[src/rtl/au_pkg.sv]
// Shared definitions for the aggregation-unit (AU) gather sequencer.
//   - au_state_e     : sequencer FSM states
//   - *_DEF          : default widths / neighbour count
//   - au_field_lsb() : bit offset of a field inside an NIT row
//                      (field 0 = centroid, field k+1 = neighbour k)
package au_pkg;

  localparam int unsigned NIT_ADDR_WIDTH_DEF  = 8;
  localparam int unsigned NIT_NEIGHBOR_DEF    = 16;
  localparam int unsigned NIT_POINT_INDEX_DEF = 10;
  localparam int unsigned PFT_ADDR_WIDTH_DEF  = 10;
  localparam int unsigned PFT_LAT_DEF         = 1;
  localparam int unsigned SUB_LAT_DEF         = 1;

  typedef enum logic [2:0] {
    StIdle,
    StNitRd,
    StLatch,
    StCent,
    StNbr,
    StDrain
  } au_state_e;

  function automatic int unsigned au_field_lsb(input int unsigned field,
                                               input int unsigned point_w);
    return field * point_w;
  endfunction

endpackage

[src/rtl/au_delay_pipe.sv]
// Fixed-depth shift register with synchronous active-high reset.
// Ports:
//   clk_i : clock
//   rst_i : synchronous reset, clears every stage
//   d_i   : input word
//   q_o   : input word delayed by Depth cycles (Depth >= 1)
module au_delay_pipe #(
  parameter int unsigned Depth = 1,
  parameter int unsigned Width = 1
) (
  input  logic             clk_i,
  input  logic             rst_i,
  input  logic [Width-1:0] d_i,
  output logic [Width-1:0] q_o
);

  logic [Width-1:0] pipe_q [Depth];

  always_ff @(posedge clk_i) begin
    if (rst_i) begin
      for (int i = 0; i < int'(Depth); i++) begin
        pipe_q[i] <= '0;
      end
    end else begin
      pipe_q[0] <= d_i;
      for (int i = 1; i < int'(Depth); i++) begin
        pipe_q[i] <= pipe_q[i-1];
      end
    end
  end

  assign q_o = pipe_q[Depth-1];

endmodule

[src/rtl/nit_gather_ctrl.sv]
// Gather sequencer for the aggregation unit. Walks the neighbour index table
// row by row, issues PFT reads (centroid, then every neighbour) and produces
// time-aligned enables for the subtract stage and first/valid flags for the
// max stage, plus a per-group "result final" strobe.
//
// Optional build macro NIT_PREFETCH_EN: the next NIT row is read during the
// tail of the current neighbour burst into a shadow register so the FSM can
// go NBR -> CENT directly (1+N cycles per group instead of 3+N).
//
// Ports:
//   clk, rst       : clock, synchronous active-high reset
//   start          : pass start pulse (ignored while busy)
//   num_centroid   : rows to process, sampled on start
//   nit_addr       : NIT row address, nit_dout returns it one cycle later
//   pft_addr       : PFT read address, pft_valid marks an issued read
//   is_centroid    : current PFT read is the centroid of the row
//   en_centroid    : subtract stage latches centroid (PFT data cycle)
//   en_neighbor    : subtract stage neighbour data valid (PFT data cycle)
//   max_first      : max stage restarts with din
//   max_valid      : max stage din valid
//   grp_valid      : max output holds the final result of group grp_idx
//   busy, done     : pass in progress, one-cycle end-of-pass pulse
module nit_gather_ctrl
  import au_pkg::*;
#(
  parameter int unsigned NIT_addr_width  = NIT_ADDR_WIDTH_DEF,
  parameter int unsigned NIT_neighbor    = NIT_NEIGHBOR_DEF,
  parameter int unsigned NIT_point_index = NIT_POINT_INDEX_DEF,
  parameter int unsigned PFT_addr_width  = PFT_ADDR_WIDTH_DEF,
  parameter int unsigned PFT_LAT         = PFT_LAT_DEF,
  parameter int unsigned SUB_LAT         = SUB_LAT_DEF
) (
  input  logic                                        clk,
  input  logic                                        rst,
  input  logic                                        start,
  input  logic [NIT_addr_width:0]                     num_centroid,
  output logic [NIT_addr_width-1:0]                   nit_addr,
  input  logic [(NIT_neighbor+1)*NIT_point_index-1:0] nit_dout,
  output logic [PFT_addr_width-1:0]                   pft_addr,
  output logic                                        pft_valid,
  output logic                                        is_centroid,
  output logic                                        en_centroid,
  output logic                                        en_neighbor,
  output logic                                        max_first,
  output logic                                        max_valid,
  output logic                                        grp_valid,
  output logic [NIT_addr_width-1:0]                   grp_idx,
  output logic                                        busy,
  output logic                                        done
);

  localparam int unsigned RowW  = (NIT_neighbor + 1) * NIT_point_index;
  localparam int unsigned KW    = $clog2(NIT_neighbor);
  localparam int unsigned A     = NIT_addr_width;
  localparam logic [KW-1:0] KLast = KW'(NIT_neighbor - 1);
`ifdef NIT_PREFETCH_EN
  localparam logic [KW-1:0] KPre  = KW'(NIT_neighbor - 2);
`endif

  au_state_e       state_q, state_d;
  logic [A-1:0]    row_q, row_d;
  logic [KW-1:0]   k_q, k_d;
  logic [A:0]      num_q, num_d;
  logic [RowW-1:0] row_data_q, row_data_d;
  logic            done_q, done_d;
`ifdef NIT_PREFETCH_EN
  logic [RowW-1:0] shadow_q, shadow_d;
`endif

  logic                       more_rows;
  logic [NIT_point_index-1:0] cent_idx;
  logic [NIT_point_index-1:0] nbr_idx;

  assign more_rows = ({1'b0, row_q} + {{A{1'b0}}, 1'b1}) < num_q;

`ifdef NIT_PREFETCH_EN
  // Centroid is read straight from the shadow so a prefetched row can be used
  // the cycle after it is captured; CENT then copies it into the row register.
  assign cent_idx = shadow_q[au_field_lsb(0, NIT_point_index) +: NIT_point_index];
`else
  assign cent_idx = row_data_q[au_field_lsb(0, NIT_point_index) +: NIT_point_index];
`endif
  assign nbr_idx = row_data_q[au_field_lsb(32'(k_q) + 1, NIT_point_index) +: NIT_point_index];

  always_comb begin
    state_d     = state_q;
    row_d       = row_q;
    k_d         = k_q;
    num_d       = num_q;
    row_data_d  = row_data_q;
    done_d      = 1'b0;
`ifdef NIT_PREFETCH_EN
    shadow_d    = shadow_q;
`endif
    nit_addr    = '0;
    pft_addr    = '0;
    pft_valid   = 1'b0;
    is_centroid = 1'b0;

    unique case (state_q)
      StIdle: begin
        if (start) begin
          if (num_centroid == '0) begin
            done_d = 1'b1;
          end else begin
            num_d   = num_centroid;
            row_d   = '0;
            state_d = StNitRd;
          end
        end
      end
      StNitRd: begin
        nit_addr = row_q;
        state_d  = StLatch;
      end
      StLatch: begin
`ifdef NIT_PREFETCH_EN
        shadow_d   = nit_dout;
`else
        row_data_d = nit_dout;
`endif
        state_d = StCent;
      end
      StCent: begin
        pft_addr    = PFT_addr_width'(cent_idx);
        pft_valid   = 1'b1;
        is_centroid = 1'b1;
        k_d         = '0;
`ifdef NIT_PREFETCH_EN
        row_data_d  = shadow_q;
`endif
        state_d     = StNbr;
      end
      StNbr: begin
        pft_addr  = PFT_addr_width'(nbr_idx);
        pft_valid = 1'b1;
        k_d       = k_q + 1'b1;
`ifdef NIT_PREFETCH_EN
        // Next row read overlaps the last two neighbour reads; never past the last row.
        if (more_rows && (k_q == KPre)) begin
          nit_addr = row_q + 1'b1;
        end
        if (more_rows && (k_q == KLast)) begin
          shadow_d = nit_dout;
        end
`endif
        if (k_q == KLast) begin
          k_d = '0;
          if (more_rows) begin
            row_d = row_q + 1'b1;
`ifdef NIT_PREFETCH_EN
            state_d = StCent;
`else
            state_d = StNitRd;
`endif
          end else begin
            state_d = StDrain;
          end
        end
      end
      StDrain: begin
        // Only the last group is still in flight here.
        if (grp_valid) begin
          done_d  = 1'b1;
          state_d = StIdle;
        end
      end
      default: state_d = StIdle;
    endcase
  end

  always_ff @(posedge clk) begin
    if (rst) begin
      state_q    <= StIdle;
      row_q      <= '0;
      k_q        <= '0;
      num_q      <= '0;
      row_data_q <= '0;
      done_q     <= 1'b0;
`ifdef NIT_PREFETCH_EN
      shadow_q   <= '0;
`endif
    end else begin
      state_q    <= state_d;
      row_q      <= row_d;
      k_q        <= k_d;
      num_q      <= num_d;
      row_data_q <= row_data_d;
      done_q     <= done_d;
`ifdef NIT_PREFETCH_EN
      shadow_q   <= shadow_d;
`endif
    end
  end

  assign busy = (state_q != StIdle);
  assign done = done_q;

  // Per-read tags that travel alongside the data through the PFT and subtract
  // latencies so the downstream flags line up with their own data.
  logic         nbr_rd;
  logic         tag_first, tag_last;
  logic [A-1:0] tag_row;
  logic         s1_first, s1_last;
  logic [A-1:0] s1_row;
  logic         s2_first, s2_last;
  logic [A-1:0] s2_row;
  logic         grp_fire;
  logic [A-1:0] grp_row;

  assign nbr_rd    = pft_valid & ~is_centroid;
  assign tag_first = nbr_rd & (k_q == '0);
  assign tag_last  = nbr_rd & (k_q == KLast);
  assign tag_row   = nbr_rd ? row_q : '0;

  au_delay_pipe #(
    .Depth (PFT_LAT),
    .Width (4 + A)
  ) u_pft_pipe (
    .clk_i (clk),
    .rst_i (rst),
    .d_i   ({is_centroid, nbr_rd, tag_first, tag_last, tag_row}),
    .q_o   ({en_centroid, en_neighbor, s1_first, s1_last, s1_row})
  );

  au_delay_pipe #(
    .Depth (SUB_LAT),
    .Width (3 + A)
  ) u_sub_pipe (
    .clk_i (clk),
    .rst_i (rst),
    .d_i   ({en_neighbor, s1_first, s1_last, s1_row}),
    .q_o   ({max_valid, s2_first, s2_last, s2_row})
  );

  assign max_first = max_valid & s2_first;
  assign grp_fire  = max_valid & s2_last;
  assign grp_row   = grp_fire ? s2_row : '0;

  // One extra stage for the max register itself.
  au_delay_pipe #(
    .Depth (1),
    .Width (1 + A)
  ) u_grp_pipe (
    .clk_i (clk),
    .rst_i (rst),
    .d_i   ({grp_fire, grp_row}),
    .q_o   ({grp_valid, grp_idx})
  );

endmodule

[config.mk]
export PLATFORM = sky130hd
export DESIGN_NAME = nit_gather_ctrl
export DESIGN_NICKNAME = d
export VERILOG_FILES = /design/src/rtl/au_pkg.sv /design/src/rtl/au_delay_pipe.sv /design/src/rtl/nit_gather_ctrl.sv
export SDC_FILE = /design/constraint.sdc
export NUM_CORES = 1
export LEC_CHECK = 0
export ABC_AREA = 0
export BUFFER_PORTS_ARGS = -buffer_cell sky130_fd_sc_hd__buf_2
export CORE_MARGIN = 4
export CORE_UTILIZATION = 58
export DETAILED_ROUTE_END_ITERATION = 12
export PLACE_DENSITY = 0.95
export SYNTH_ARGS = -nofsm -noshare
export SYNTH_HDL_FRONTEND = slang
export SYNTH_HIERARCHICAL = 1
export SYNTH_SLANG_ARGS = --single-unit
[constraint.sdc]
create_clock -name clk -period 6.5 [get_ports clk]
set_input_delay 0 -clock clk [delete_from_list [all_inputs] [get_ports clk]]
set_output_delay 0 -clock clk [all_outputs]
set_load 0.01 [all_outputs]
After elaboration in Yosys (flattened, before gate mapping)
Memories as Yosys holds them, arrays and structs flattened.
Cells that the tools add are included.

storage, ports and cells
  register bits = 195
  bits in writable memories = 32
  input port bits = 182
  output and inout port bits = 35
  memories kept = 3

cells by class
  $add $sub $neg = 4
  $mul = 1
  order comparisons = 1
  equal/unequal tests = 11
  shift-type cells = 1
  muxes and demuxes = 32
  bitwise logic cells = 7
  reductions and logical operators = 13

memories
  name               depth  width  read ports  clocked after Yosys merged registers in  wr ports  RTL line             source
  u_pft_pipe.pipe_q  1      12     1           0                                        1         au_delay_pipe.sv:17  logic [Width-1:0] pipe_q [Depth];
  u_sub_pipe.pipe_q  1      11     1           0                                        1         au_delay_pipe.sv:17
  u_grp_pipe.pipe_q  1      9      1           0                                        1         au_delay_pipe.sv:17

operators with widths
  kind                                                  count
  indexed part select 170 x 10 -> 10 bit                1
  2-to-1 mux 8 bit                                      7
  one-hot mux 10 bit (2 select lines)                   1
  one-hot mux 3 bit (6 select lines)                    1
  one-hot mux 8 bit (2 select lines)                    1
  2-to-1 mux 3 bit                                      5
  2-to-1 mux 12 bit                                     1
  OR reduction 12 bit                                   1
  2-to-1 mux 1 bit                                      11
  2-to-1 mux 11 bit                                     1
  OR reduction 11 bit                                   1
  adder 8 x 1 -> 9 bit (second input constant)          1
  zero test 9 bit                                       1
  less-than comparator 9 bit                            1
  2-to-1 mux 9 bit                                      1
  OR reduction 9 bit                                    1
  adder 8 x 1 -> 8 bit (second input constant)          1
  multiplier 5 x 3 -> 8 bit (second input constant)     1
  inequality test 2 bit (second input constant)         4
  one-hot mux 4 bit (2 select lines)                    1
  equality test 3 x 2 -> 1 bit (second input constant)  2
  equality test 3 bit (second input constant)           2
  adder 4 x 1 -> 5 bit (second input constant)          1
  AND 1 bit                                             5
  15 further kinds                                      17

Depth between registers and ports, before layout
Gate-level depths: netlist of the first run.

  depth after elaboration = 6
  gate-level depth with buffers = 10
  depth with buffers taken out = 9

Hierarchy
Netlist of the first run, hierarchy kept.

modules (own cells, without submodules)
  module                      times used  cells an instance  area an instance (sq um)  seq. area each (sq um)
  nit_gather_ctrl             1           1032               8783.4                    3903.7
  au_delay_pipe (u_pft_pipe)  1           25                 366.6                     240.2
  au_delay_pipe (u_sub_pipe)  1           23                 337.8                     220.2
  au_delay_pipe (u_grp_pipe)  1           18                 236.5                     180.2

Worst setup path before layout of the first run
OpenSTA, ideal clock, no wires.

  kind = reg2reg
  from = register row_q[2]
  to = register row_q[5]
  setup time = 0.132 ns
  data arrival time = 2.135 ns
  data required time = 6.368 ns
  slack = 4.233 ns
  stages on the path, launching flop included = 10
  clock period less this slack = 2.267 ns
  path through = dfxtp_1 -> and3_1 -> nand3_1 -> xnor2_1 -> ha_1 -> a21oi_1 -> o21ai_0 -> nor3_1 -> mux2i_1 -> a21oi_1

between the ends
  cells in the longest elaborated chain, start to end = 4

ends and longest elaborated chain
  element                                                                              RTL line                                       source
  start: declaration                                                                   nit_gather_ctrl.sv:61                          logic [A-1:0] row_q, row_d;
  start signal: assignment                                                             nit_gather_ctrl.sv:185                         row_q <= row_d;
  adder 8 x 1 -> 9 bit or adder 8 x 1 -> 8 bit (tied branches)                         nit_gather_ctrl.sv:74, nit_gather_ctrl.sv:150
  less-than comparator 9 bit or 2-to-1 mux 8 bit (tied branches)                       nit_gather_ctrl.sv:74, nit_gather_ctrl.sv:149
  inequality test 2 bit (no line) or 2-to-1 mux 8 bit (tied branches)                  --
  AND reduction 5 bit (no line) or one-hot mux 8 bit (2 select lines) (tied branches)  --

Parallel ways exist; a longest one is shown, timed or not. The select of a mux whose other input is x is not followed.
A chain may end at the register's enable or synchronous reset.

Worst setup path after layout of the first run
  from = register k_q[1]
  to = output pft_addr[9]

between the ends
  cells in the longest elaborated chain, start to end = 4

ends and longest elaborated chain
  element                                 RTL line                source
  start: declaration                      nit_gather_ctrl.sv:62   logic [KW-1:0] k_q, k_d;
  start signal: assignment                nit_gather_ctrl.sv:186  k_q <= k_d;
  adder 4 x 1 -> 5 bit                    nit_gather_ctrl.sv:83   assign nbr_idx = row_data_q[au_field_lsb(32'(k_q) + 1, NIT_point_index) +: NIT_point_index];
  multiplier 5 x 3 -> 8 bit               au_pkg.sv:26            return field * point_w;
  indexed part select 170 x 10 -> 10 bit  nit_gather_ctrl.sv:83
  one-hot mux 10 bit (2 select lines)     nit_gather_ctrl.sv:100  unique case (state_q)
  end: declaration                        nit_gather_ctrl.sv:39   output logic [PFT_addr_width-1:0] pft_addr,

Every way passes these cells.

==> results.md, run 1 <==
- The leakage component of the power is approximately 5.2 nW.
- Clock latency on the worst-skew pair, taken at its later pin, is 0.52 ns.
- Power spread over the standard cell area amounts to 280 nW/µm².
- The share of the synthesized area in the top cell type is 0.467.
- The number of max-slew violations in the final report is 0.
- The initial antenna violation count is 7.
- The number of placement rows is 47.
- The length of routed met3 wiring is 3610 µm.
- The total routed wirelength is ~37,000 µm.
- The placer's final routability congestion estimate is 0.956.
- The post-route fraction of the period consumed by the critical path is 0.467.
- Buffers inserted during clock tree synthesis total 24.
- The worst path arrival time is around 3.0 ns.
- The core region area is 16,500 µm².
- The sum of routed wire segments on met1 is around 12,000 µm.
- The number of sinks handled by clock tree synthesis is between 200 and 250.
- The maximum vdd ir drop is 233 µV.
- The maximum number of pins on one net before global-route repair is ~120.
- For this run, design rule violations remaining after detail routing come to 0.
- The cell count after synthesis came out at between 1,000 and 1,500.
- Measured along the x axis, the die boundary spans 137 µm.
- The via count of the routed design is about 10,000.
- The cell sitting at the root of the clock tree is a sky130_fd_sc_hd__clkbuf_16.
- The post-cts sizing count is 0.
- In the post-synthesis netlist, the biggest area contributors are sky130_fd_sc_hd__dfxtp_1 47%, sky130_fd_sc_hd__nand2_1 14%, sky130_fd_sc_hd__mux4_2 12%.
- The floorplan step defined a die boundary enclosing 18,900 µm².
- The number of storage elements in the synthesis netlist is between 200 and 250.
- The global-route wire length before repair is 56,100 µm.
- Between clock sinks in the finished design, the worst skew comes to 0.0172 ns.
- The routed design uses 18,000 µm of met2 wire.
- The highest clock frequency the design can meet is 329 MHz.
- The initial utilization of the core area, before any placement, comes to 0.588.
- Data on the critical path is required at its endpoint by 6.50 ns.
- The detailed router used layers up to and including met4.
- Setup repair after global routing left no endpoint under its margin.
- In the global route stage, overall resource usage came out at 0.385.
- The share of flip-flops with an asynchronous set or reset is 0.
- TritonCTS built the clock tree.
- Counting tap cells, the placed design contains a total of 1,454 instances.
- The shortest clock period the worst path allows after layout is 3.04 ns.
- The estimated wirelength of the detail-placed design is 18,100 µm.
- The critical path capture point type is an output port.
- The number of setup buffers added after CTS is 0.
- The summed negative setup slack over all endpoints is 0 ns.
- Max-cap violations in this run came to 0.
- The flow ran to the end, and the final reports show no timing, DRC or antenna violations.
- The worst setup path category is reg -> out.
- The first routing iteration left 1,214 violations.
- Of all cell types, the one taking the most synthesized area is sky130_fd_sc_hd__dfxtp_1.
- Once detail routing completed, the nets flagged for antenna violations numbered 0.
- The hold violation total from the final report is 0.
- The via density per instance is 6.03.
- After detailed routing, the average wire length per cell comes to 21.7 µm.
- The clock slew at the register clock pins of the worst setup and hold paths is 0.06 ns.
- The count of cells in the finished layout, fillers not included, comes to 1,691.
- The cell area that synthesis handed to floorplanning was 9720 µm².
- The number of library cell types mapped by synthesis is 48.
- Setup violations remaining at the end of the flow were counted as 0.
- The length of the first detailed-routing pass in iterations is 6.
- The H-tree depth reported by CTS is 1.
- The combined flip-flop and latch cell area is 4550 µm².
- The worst hold path belongs to the class in -> reg.
- The layout has 872 filler cells.
- The portion of the post-synthesis area used by sequential elements is 0.467.
- The number of buffers added to fix hold violations after cts is between 150 and 200.
- When the netlist entered floorplanning its net count stood at between 1,000 and 1,500.
- The predominant post-synthesis flop cell is sky130_fd_sc_hd__dfxtp_1.
- Averaged over all synthesized cells, the footprint is roughly 9 µm².
- The worst setup path is launched from a register.
- The remaining max-slew budget at the tightest pin is 0.212.
- The number of global-route vias before repair is slightly above 10,000.
- Yosys mapped a number of flops with a built-in enable equal to 0.
- The height of the chip is 137 µm.
- From synthesis to final layout, the design area changed by 37.9%.
- The overall overflow remaining after global route is 0.
- The multi-input combinational cells in the finished layout cover a total of 4760 µm².
- The maximum fanout encountered on the critical timing path is 44.
- The number of buffers on the longest clock path is 3.
- between 200 and 250 I/O pins were placed.
- Yosys printed 6 warnings.
- For this run, the post-layout net count is approximately 1,600.
- The fraction of layout cells with a size suffix above 1 is 0.234.
- The number of buffers inserted by port buffering is 216.
- The transition time of the tightest slew-check pin is between 1 and 1.5 ns.
flip-flops by register name, summed over array words and instances (netlist names):
name	flops
done	1
k_q	4
num_q	9
row_data_q	170
row_q	8
state_q	3
u_grp_pipe/pipe_q	9
u_pft_pipe/pipe_q	12
u_sub_pipe/pipe_q	11
where the power goes:
group	switching (mW)	leakage, nW	internal [mW]
Sequential	0.103	1.84	1.52
Combinational	0.415	2.99	0.293
Clock	0.580	0.401	0.843
Total	1.10	5.24	2.66
per-layer routing:
layer / GRT usage / vias to the layer above
met2: 0.650 / 815
met5: 0 / -
met4: 0.259 / 0
met3: 0.0909 / 245
met1: 0.430 / 4707
li1: - / 4429
path summary, 6_finish.rpt:
check / cells past startpoint / to / slack (ns) / from
min: 2 / u_pft_pipe/pipe_q[0][7] / 0.05 / rst
max reg2reg: 5 / row_q[3] / 3.55 / state_q[2]
min reg2reg: 1 / u_sub_pipe/pipe_q[0][3] / 0.45 / u_pft_pipe/pipe_q[0][3]
max: 4 / pft_addr[9] / 3.46 / k_q[1]
critical path: stages, from the launching register on:
cell	delay [ns]
sky130_fd_sc_hd__dfxtp_2	1.12
sky130_fd_sc_hd__mux4_2	0.47
sky130_fd_sc_hd__mux4_2	0.54
sky130_fd_sc_hd__a22o_1	0.24
sky130_fd_sc_hd__buf_2	0.15
cell usage in the layout (no fill, tap or decap), drive strengths merged, types with 5 or more instances in the layout:
cell and count:
a22oi 5, and2 21, xnor2 6, nand3 7, o21ai 9, nor2b 29
and3 9, mux4 50, clkbuf 36, a22o 11, ha 11, dfxtp 227
nor2 24, buf 219, a21oi 194, dlygate4sd3 183, nand4 10, diode 11
inv 14, nand2 352, nor3 5
logic make-up (layout without fill, tap and decap cells):
kind of cell,Yosys count,after routing,share of synthesized area
compound gates,229,229,0.130
xor+xnor,7,7,0.00630
fa+ha+maj,11,11,0.0142
buf+inv,96,458,0.0441
flops,227,227,0.467
mux,53,53,0.119
other cells,0,11,0
simple gates,475,475,0.219
cell usage after synthesis (all sizes together) (3+ instances only):
master / number
o21ai: 9
nand3: 7
buf: 15
nor2: 24
and2b: 3
nor3: 5
nor2b: 29
inv: 13
clkbuf: 68
and2: 21
nand2: 352
nand4: 10
mux4: 50
and3: 9
a22oi: 5
a22o: 11
xnor2: 6
ha: 11
dfxtp: 227
a21oi: 194
metrics by stage:
stage	hold slack (ns)	area, µm²	util	setup slack, ns	total power [mW]
finish	0.0459	13400	0.812	3.46	3.76
floorplan	0.0716	9720	-	4.23	2.02
global placement	0.242	10700	0.650	3.81	2.18
global route	0.0824	13400	0.811	3.34	3.87
detailed placement	0.246	10700	0.650	3.69	2.20
CTS	0.0638	13400	0.810	3.47	3.66
cell type report:
cell class | instances | share of cell area
repair buffers | 402 | 0.219
flip-flops and latches | 227 | 0.339
well taps | 220 | 0.0205
diodes | 11 | 0.00205
inverters | 13 | 0.00364
clock buffers | 36 | 0.0535
multi-input cells | 775 | 0.355
clock inverters | 7 | 0.00681
Note: power is estimated with default switching activity, not from simulation.
==> inputs of run 2 (changes only) <==
ABC_AREA = 1   (was 0)
CORE_UTILIZATION = 55   (was 58)
PLACE_DENSITY = 0.92   (was 0.95)
clock period = 3.05 ns   (was 6.5 ns; I/O delays follow)
==> run 2 against run 1 <==
  * Register-to-register slack got worse by 3.3 ns
  * Utilization decreased by 4.4 points
  * Setup slack got worse by 3.3 ns
  * Count of clock-buffer cells in the layout decreased by 2
  * First-iteration DRC count increased by 9.3%
  * Clock skew decreased by 0.0069 ns
  * Largest cell class unchanged
==> results.md, run 2 <==
- Result of the run: finished clean (unchanged).
- The placer's final routability congestion estimate was 0.849 (was 0.956).
- The estimated wirelength of the detail-placed design came to 19,100 µm (was 18,100 µm).
- The final setup violation count came to 0 (unchanged).
- The number of max-slew violations in the final report is 0 (unchanged).
- The global-route wire length before repair is 57,100 µm (was 56,100 µm).
- The via density per instance is 5.57 (was 6.03).
- The number of buffers inserted by port buffering is 216 (unchanged).
- The portion of the post-synthesis area used by sequential elements is 0.454 (was 0.467).
- The initial antenna violation count is 1 (was 7).
- The leakage component of the power came to 6.03 nW (was 5.24 nW).
- The number of sinks handled by clock tree synthesis is 227 (unchanged).
- The routed length per placed instance came to 17.7 µm (was 21.7 µm).
- The number of enable-type register cells in the synthesized netlist was 0 (unchanged).
- The total power came to 11.6 mW (was 3.76 mW).
- The highest clock frequency the design can meet is about 350 MHz.
- The number of global-route vias before repair is 11,195 (was 10,281).
- The summed negative setup slack over all endpoints is 0 ns (unchanged).
- The setup slack after layout is 0.184 ns (was 3.46 ns).
- The number of buffers created by CTS is 24 (unchanged).
- The placement-stage worst setup slack is 0.540 ns (was 3.69 ns).
- The global routing usage summed across all routing layers is 0.351 (was 0.385).
- The number of warnings reported in the yosys synthesis log is 6 (unchanged).
- The number of top-level design ports is 217 (unchanged).
- Largest regs: row_data_q x170, u_pft_pipe/pipe_q x12, u_sub_pipe/pipe_q x11 (unchanged).
- The number of filler instances in the final layout is 1,178 (was 872).
- The setup skew after layout is 0.0103 ns (was 0.0172 ns).
- The data required time of the worst path is 3.05 ns (was 6.50 ns).
- Most used cells in the layout excluding fill and tap cells: 539 x sky130_fd_sc_hd__nor2_1, 252 x sky130_fd_sc_hd__o21ai_0, 225 x sky130_fd_sc_hd__dfxtp_1, 216 x sky130_fd_sc_hd__buf_2, 183 x sky130_fd_sc_hd__dlygate4sd3_1 (was 351 x sky130_fd_sc_hd__nand2_1, 225 x sky130_fd_sc_hd__dfxtp_1, 215 x sky130_fd_sc_hd__buf_2, 194 x sky130_fd_sc_hd__a21oi_1, 183 x sky130_fd_sc_hd__dlygate4sd3_1).
- The number of library cell types mapped by synthesis is 29 (was 48).
- The hold violation total from the final report was 0 (unchanged).
- The H-tree depth reported by CTS came to 1 (unchanged).
- The clock tree from TritonCTS is yes (unchanged).
- The shortest clock period the worst path allows after layout is 2.87 ns.
- The most frequent standard cell in the layout excluding fill and tap cells is sky130_fd_sc_hd__nor2_1 (was sky130_fd_sc_hd__nand2_1).
- The remaining max-slew budget at the tightest pin is 0.351 (was 0.212).
- The worst setup path category was reg -> out (unchanged).
- The area overhead of the layout relative to synthesis came to 37.4% (was 37.9%).
- The DRC violation count after routing was 0 (unchanged).
- The cell accounting for the most synthesized area was sky130_fd_sc_hd__dfxtp_1 (unchanged).
- The overall overflow remaining after global route came to 0 (unchanged).
- The maximum number of pins on one net before global-route repair is 114 (was 122).
- The initial detailed-routing violation count is 1,327 (was 1,214).
- The critical path capture point type is an output port (unchanged).
- The post-detailed-route count of antenna-violating nets is 0 (unchanged).
- The most frequent cell after synthesis is sky130_fd_sc_hd__nor2_1 (was sky130_fd_sc_hd__nand2_1).
- The number of storage elements in the synthesis netlist was 227 (unchanged).
- The placed standard-cell area came to 11,100 µm² (was 10,700 µm²).
- The non-filler instance count after layout is 2,060 (was 1,691).
- The clock slew at the register clock pins of the worst setup and hold paths is 0.06 ns (about the same).
- Cell types with the highest counts after synthesis: 539 x sky130_fd_sc_hd__nor2_1, 253 x sky130_fd_sc_hd__o21ai_0, 227 x sky130_fd_sc_hd__dfxtp_1 (was 352 x sky130_fd_sc_hd__nand2_1, 227 x sky130_fd_sc_hd__dfxtp_1, 194 x sky130_fd_sc_hd__a21oi_1).
- The maximum fanout encountered on the critical timing path came to 16 (was 44).
- The largest register by flop count is row_data_q (unchanged).
- The worst min-delay path class is in -> reg (unchanged).
- The height of the chip is 143 µm (was 137 µm).
- Of the available clock period, the critical path in the final layout requires 0.940.
- The length of the first detailed-routing pass in iterations is 9 (was 6).
- The total power divided by cell area came to 842 nW/µm² (was 280 nW/µm²).
- Setup repair after global routing missed its margin: no (unchanged).
- The predominant post-synthesis flop cell was sky130_fd_sc_hd__dfxtp_1 (unchanged).
- The net count of the mapped netlist is 1,664 (was 1,291).
- The number of setup buffers added after CTS is 0 (unchanged).
- The source-to-sink clock delay at the later pin of the worst-skew pair is 0.51 ns (was 0.52 ns).
- The post-route cell area is 13,700 µm² (was 13,400 µm²).
- The number of nets in the layout came to 2,005 (was 1,636).
- The via count of the routed design came to 11,468 (was 10,196).
- The max-capacitance violation count is 0 (unchanged).
- The per-instance average area after synthesis is 6.80 µm² (was 8.86 µm²).
- Cells taking the most area after synthesis: sky130_fd_sc_hd__dfxtp_1 45%, sky130_fd_sc_hd__nor2_1 20%, sky130_fd_sc_hd__o21ai_0 13% (was sky130_fd_sc_hd__dfxtp_1 47%, sky130_fd_sc_hd__nand2_1 14%, sky130_fd_sc_hd__mux4_2 12%).
- The total routed wirelength was 36,500 µm (was 36,700 µm).
- The share of the synthesized area in the top cell type is 0.454 (was 0.467).
- The core region area was 17,900 µm² (was 16,500 µm²).
- The share of flip-flops with an asynchronous set or reset is 0 (unchanged).
- The cell area after technology mapping was 10,000 µm² (was 9720 µm²).
- The area enclosed by the die boundary was 20,400 µm² (was 18,900 µm²).
- The category of the worst setup path launch point is a register (unchanged).
- The buffer cell driving the clock tree root is sky130_fd_sc_hd__clkbuf_16 (unchanged).
- The number of buffers on the longest clock path was 3 (unchanged).
- The flip-flop count of the largest register after layout is 170 (unchanged).
- The cell count after placement was 1,832 (was 1,454).
- The number of standard cells after synthesis is 1,471 (was 1,098).
- The transition time of the tightest slew-check pin is 0.974 ns (was 1.18 ns).
- The number of placement rows came to 49 (was 47).
- The fraction of layout cells with a size suffix above 1 is 0.157 (was 0.234).
- The initial cell density of the core is 0.559 (was 0.588).
- The x dimension of the die was 143 µm (was 137 µm).
- The worst path arrival time was 2.87 ns (was 3.04 ns).
- The maximum vdd ir drop is 513 µV (was 233 µV).
==> run 2: cell types whose count changed in the layout (fill, tap and decap cells not counted), moves of 30 or more <==
cell,change
sky130_fd_sc_hd__nand2_1,-236
sky130_fd_sc_hd__a21oi_1,-167
sky130_fd_sc_hd__nor2_1,+515
sky130_fd_sc_hd__inv_1,+77
sky130_fd_sc_hd__o21ai_0,+243
sky130_fd_sc_hd__o21ai_1,+30
sky130_fd_sc_hd__mux4_2,-50
==> run 2: cells by family after synthesis <==
kind of cell,Yosys count,synth area share
AND/OR/NAND/NOR,705,0.276
adder cells (fa/ha/maj),11,0.0138
XOR/XNOR,3,0.00263
flip-flops,227,0.454
AO/OA/AOI/OAI,332,0.172
buffers and inverters,193,0.0816
==> run 2: area by class of cell <==
type	instances	area [µm²]	area share
Multi-Input combinational cell	1051	4650	0.338
Sequential cell	227	4550	0.331
Timing Repair Buffer	412	3040	0.221
Clock buffer	34	709	0.0516
Inverter	96	365	0.0266
Tap cell	229	287	0.0208
Clock inverter	8	144	0.0105
Antenna cell	3	7.51	0.000546
==> run 2: report_power, final <==
group	total, mW	internal (mW)	leakage, nW	switching, mW
Clock	3.15	1.95	0.422	1.19
Sequential	4.31	3.79	1.85	0.524
Combinational	4.12	1.47	3.76	2.65
==> run 2: metal layers <==
metal	vias to the layer above	GRT usage	wire (µm)
met3	218	0.0884	3270
met5	-	0	0
met1	5190	0.390	13000
li1	5349	-	-
met2	711	0.617	17900
met4	0	0.182	2390
==> run 2: worst paths after layout <==
path	slack [ns]	cells past startpoint	startpoint	endpoint
hold reg to reg	0.40	2	u_pft_pipe/pipe_q[0][7]	u_sub_pipe/pipe_q[0][7]
hold / removal	0.02	3	rst	u_pft_pipe/pipe_q[0][10]
setup reg to reg	0.30	14	row_q[0]	row_q[7]
setup / recovery	0.18	9	k_q[2]	pft_addr[5]
==> run 2: worst max-delay path: stages, from the launching register on <==
cell and delay [ns]:
sky130_fd_sc_hd__dfxtp_1 0.71, sky130_fd_sc_hd__inv_1 0.35, sky130_fd_sc_hd__nor2_1 0.58, sky130_fd_sc_hd__nand2_1 0.11, sky130_fd_sc_hd__nand2_1 0.09, sky130_fd_sc_hd__inv_1 0.04
sky130_fd_sc_hd__nand2_1 0.05, sky130_fd_sc_hd__nand2_1 0.04, sky130_fd_sc_hd__nand2_1 0.19, sky130_fd_sc_hd__buf_2 0.18
==> run 2: timing repair <==
| action | 4_1_cts | 5_1_grt |
|---|---|---|
| endpoints found under the hold margin | 180 | 0 |
| hold buffers | 183 | 0 |
| setup endpoints to repair | 0 | 1 |
| resized for setup | 0 | 1 |
==> run 2: metrics by stage <==
stage,hold slack (ns),utilization
2_1_floorplan,0.0691,-
3_3_place_gp,0.252,0.617
3_5_place_dp,0.258,0.617
4_1_cts,0.00915,0.767
5_1_grt,0.0236,0.768
6_report,0.0172,0.768
